File: config.mk
export PLATFORM = sky130hd
export DESIGN_NAME = sync_fifo_buffer
export DESIGN_NICKNAME = d
export VERILOG_FILES = /design/src/rtl/sync_fifo_buffer.sv
export SDC_FILE = /design/constraint.sdc
export NUM_CORES = 1
export LEC_CHECK = 0
export CAP_MARGIN = 25
export CORE_MARGIN = 1
export CORE_UTILIZATION = 30
export CTS_CLUSTER_DIAMETER = 120
export DETAILED_ROUTE_END_ITERATION = 12
export HOLD_SLACK_MARGIN = 0.15
export PLACE_DENSITY = 0.54
export SLEW_MARGIN = 0
export SYNTH_ARGS = -nofsm -noshare
export SYNTH_HDL_FRONTEND = slang
export SYNTH_SLANG_ARGS = --single-unit
File: constraint.sdc
create_clock -name clk -period 3.5 [get_ports clk]
set_input_delay 0.7 -clock clk [delete_from_list [all_inputs] [get_ports clk]]
set_output_delay 0.7 -clock clk [all_outputs]
set_load 0.01 [all_outputs]
File: src/rtl/sync_fifo_buffer.sv
// Single-clock FIFO with registered read data, registered full/empty flags and occupancy count.
// Flags are computed from the next count so they change in the same cycle as fifo_count.
module sync_fifo_buffer #(
  parameter int unsigned fifo_depth = 8,
  parameter int unsigned fifo_width = 8
) (
  input  logic                          clk,
  input  logic                          rstn,
  input  logic [fifo_width-1:0]         fifo_data_in,
  input  logic                          fifo_write,
  output logic                          fifo_full,
  input  logic                          fifo_read,
  output logic                          fifo_empty,
  output logic [fifo_width-1:0]         fifo_data_out,
  output logic [$clog2(fifo_depth):0]   fifo_count
);

  localparam int unsigned ptr_w = $clog2(fifo_depth);
  localparam int unsigned cnt_w = ptr_w + 1;

  logic [fifo_width-1:0] mem [fifo_depth];
  logic [ptr_w-1:0]      wr_ptr;
  logic [ptr_w-1:0]      rd_ptr;

  logic                  wr_acc_c;
  logic                  rd_acc_c;
  logic [cnt_w-1:0]      count_next_c;

  // Accept decisions use the registered flags only.
  always_comb begin
    wr_acc_c     = fifo_write & ~fifo_full;
    rd_acc_c     = fifo_read & ~fifo_empty;
    count_next_c = fifo_count;
    if (wr_acc_c && !rd_acc_c) begin
      count_next_c = fifo_count + cnt_w'(1);
    end else if (rd_acc_c && !wr_acc_c) begin
      count_next_c = fifo_count - cnt_w'(1);
    end
  end

  // Storage array is never cleared; writes are suppressed while in reset.
  always_ff @(posedge clk) begin
    if (rstn && wr_acc_c) begin
      mem[wr_ptr] <= fifo_data_in;
    end
  end

  always_ff @(posedge clk) begin
    if (!rstn) begin
      wr_ptr        <= '0;
      rd_ptr        <= '0;
      fifo_count    <= '0;
      fifo_empty    <= 1'b1;
      fifo_full     <= 1'b0;
      fifo_data_out <= '0;
    end else begin
      if (wr_acc_c) begin
        wr_ptr <= wr_ptr + ptr_w'(1);
      end
      if (rd_acc_c) begin
        fifo_data_out <= mem[rd_ptr];
        rd_ptr        <= rd_ptr + ptr_w'(1);
      end
      fifo_count <= count_next_c;
      fifo_empty <= (count_next_c == '0);
      fifo_full  <= (count_next_c == cnt_w'(fifo_depth));
    end
  end

endmodule

==> key figures <==
Outcome
  • Outcome: finished clean

Setup path
  • Cell Chain, Critical Path: clkdlybuf4s50_1, or3b_2, nor2_1
  • Crit end category: register
  • Kind of start point of the critical path: input pin
  • Maximum cell stage delay along the critical path: 660 ps
  • Critical path data required time: roughly 3500 ps
  • Maximum fanout count along the critical path: 8
  • Cell at the slowest stage of the critical path: sky130_fd_sc_hd__nor2_1
  • Setup Crit Path Kind: in2reg
  • Arrival time reported for the critical path endpoint: approximately 2300 ps

STA
  • Setup repair after global routing missed its margin: false
  • Worst Skew: between 7 and 8 ps
  • Achievable clock frequency: roughly 0.43 GHz
  • Hold Violations, Final: 0
  • Slew at the pin closest to its max-slew limit: approximately 850 ps
  • Max-slew violation total from the final report: 0
  • Max_slew headroom: 0.4315
  • Final critical-path required period: about 2300 ps
  • Fin crit share: 0.6691
  • Endpoints failing setup: 0
  • Sum Neg Setup Slack: 0 ps

Synth
  • Share of synthesized area spent on multiplexers: 0.1390
  • Async set-or-reset flop fraction in the synthesized netlist: 0
  • Compound-cell area share of the yosys netlist: 0.04769
  • Fraction of the yosys area taken by sequential cells: 0.6915
  • Number of enable-type register cells in the synthesized netlist: 64
  • Mapped Area: 3358 µm²
  • Prevailing post-synth register cell: sky130_fd_sc_hd__edfxtp_1
  • XOR/XNOR share of the synthesized area: 0.01565
  • Area share of and/or/nand/nor cells after synthesis: 0.06930
  • Gate count after technology mapping: just under 200
  • Flip-flop and latch count after synthesis: 84
  • Synthesized net count: roughly 210
  • Average size of a mapped cell: 17.05 µm²
  • Count of cell types in the netlist: 39
  • Largest family of logic cells by synthesized area: multiplexers
  • YS warnings: 0
  • Post-synthesis share of cell area spent on full adders, half adders and majority gates: 0.01490

Placed design
  • Placed cell areas: 3807 µm²
  • Last weighted congestion value of the routability-driven placer: just over 0.7
  • Final HPWL from detailed placement: about 4.1 mm
  • Port Buffer Count: 25

Final layout
  • Number of antenna repair diodes: 0
  • Layout Nets: between 200 and 300
  • Leading cell types in the layout, fill and taps excluded: 64 x sky130_fd_sc_hd__edfxtp_1, 25 x sky130_fd_sc_hd__clkdlybuf4s50_1, 20 x sky130_fd_sc_hd__dfxtp_1
  • Commonest non-fill, non-tap cell in the layout: sky130_fd_sc_hd__edfxtp_1
  • Storage element area: 2322 µm²
  • Area of the multi-input gates: ~960 µm²
  • Finished Cell Area: ~4000 µm²
  • Fillers: ~1000
  • Growth of design area from synthesis to finish: 18.96%
  • Fraction of layout instances using a drive strength above 1: 0.1826

Die
  • Area of the core: between 10000 and 15000 µm²
  • DIE AREA: 11620 µm²
  • Io pins: 26
  • Placement row count: 38
  • Die H: approximately 110 µm
  • Initial core utilization: 0.3084
  • Die Width: ~110 µm

Clock tree
  • TritonCTS clock tree: done
  • Number of sinks on the clock net: 84
  • Post-CTS setup-driven buffer insertion count: 0
  • Clock tree root buffer cell: sky130_fd_sc_hd__clkbuf_8
  • Clock latency on the worst-skew pair: between 300 and 400 ps
  • CTS buffer count: 9
  • Clock Pin Slew Worst Setup and Hold Paths: ~80 ps
  • Maximum root-to-sink buffer count: 2
  • Number of hold buffers added after CTS: 0
  • CTS H-tree lvls: 3
  • PostCTS Resize Cnt: 0

Drt
  • DRT antenna net count: 0
  • DR vias: approximately 1800
  • Number of design-rule violations left by the first detailed-router iteration: between 70 and 80
  • Pre-Repair DR Iteration Count: 4
  • Routed len/inst: approximately 17 µm
  • Via density per instance: between 4 and 5
  • DRC violation count after routing: 0
  • WL final: 6.326 mm

Pwr
  • Total power divided by cell area: around 520 nW/µm²
  • Maximum VDD drop: approximately 0.18 mV
  • Leakage power: 1.305 nW

GRT
  • Global-route wire length before repair: ~9.8 mm
  • Antenna violations before repair: 0
  • GRT Residual Overflow: 0
  • Vias in the first global route: around 1800
  • Total global routing track utilization: 0.1192
  • Pin count of the biggest net entering global routing: 24

Job
  • Max-cap violations: 0

Hold path
  • Class of the tightest hold or removal check: reg2reg
-- worst max-delay path, delay by kind of cell --
family | cells | cell delay (ps)
buffers and inverters | 1 | 470
and+or+nand+nor | 2 | 1130
-- power breakdown --
part	internal (W)	switching (W)	total, W
clock	0.000313	0.000328	0.000640
combinational	0.000160	0.000133	0.000293
sequential	0.00111	0.0000430	0.00116
total	0.00159	0.000504	0.00209
-- registers in the layout (all words and copies together), names as in the netlist --
name           flops
fifo_count         4
fifo_empty         1
fifo_data_out      8
fifo_full          1
rd_ptr             3
mem               64
wr_ptr             3
-- per-stage QoR --
stage	setup slack [ps]	cells	utilization	power, W	hold slack [ps]
floorplan	1333	197	-	0.001367	506.6
global placement	773.5	365	0.3497	0.001474	523.0
detailed placement	743.7	365	0.3497	0.001478	532.0
CTS	1107	381	0.3669	0.002119	545.3
global route	1069	381	0.3669	0.002201	578.2
finish	1158	381	0.3669	0.002091	538.4
-- final timing paths --
path,start,end,slack [ps],depth (start not counted)
max,rstn,mem[4][6]$_DFFE_PP_,1160,3
min,fifo_data_out[2]$_SDFFE_PN0P_,fifo_data_out[2]$_SDFFE_PN0P_,540,2
max reg2reg,rd_ptr[0]$_SDFFE_PN0P_,fifo_data_out[6]$_SDFFE_PN0P_,1400,4
min reg2reg,fifo_data_out[2]$_SDFFE_PN0P_,fifo_data_out[2]$_SDFFE_PN0P_,540,2
-- cells in the mapped netlist (4+ instances only) --
library cell	count	share of area
sky130_fd_sc_hd__edfxtp_1	64	0.57
sky130_fd_sc_hd__dfxtp_1	20	0.12
sky130_fd_sc_hd__nand2_1	10	0.011
sky130_fd_sc_hd__o21ai_0	10	0.015
sky130_fd_sc_hd__a21oi_1	9	0.013
sky130_fd_sc_hd__mux4_2	9	0.060
sky130_fd_sc_hd__mux2i_1	8	0.024
sky130_fd_sc_hd__mux4_1	7	0.055
sky130_fd_sc_hd__and2_1	6	0.011
sky130_fd_sc_hd__nor2_1	6	0.0067
sky130_fd_sc_hd__xnor2_1	5	0.013
sky130_fd_sc_hd__buf_2	4	0.0060
sky130_fd_sc_hd__ha_1	4	0.015
sky130_fd_sc_hd__nand3_1	4	0.0060
sky130_fd_sc_hd__nor3_1	4	0.0060
-- metal layers --
metal	track usage	share of wire	vias up
met3	0.03208	0.036	9
met5	0	0	-
li1	-	-	844
met2	0.1804	0.48	47
met1	0.1631	0.47	896
met4	0.04403	0.012	0
-- cell families (layout without fill, tap and decap cells) --
kind of cell    Yosys count  in the layout
flops                    84             84
simple gates             42             42
compound gates           26             26
mux                      24             24
buf+inv                  11             55
xor+xnor                  6              6
fa+ha+maj                 4              4
-- cell type report --
class / instances / area share
Tap cell: 140 / 0.04385
Timing Repair Buffer: 37 / 0.08519
Sequential cell: 84 / 0.5813
Inverter: 2 / 0.001879
Clock inverter: 4 / 0.005637
Multi-Input combinational cell: 102 / 0.2408
Clock buffer: 12 / 0.04134
No activity file was read; power rests on OpenSTA's default activity.
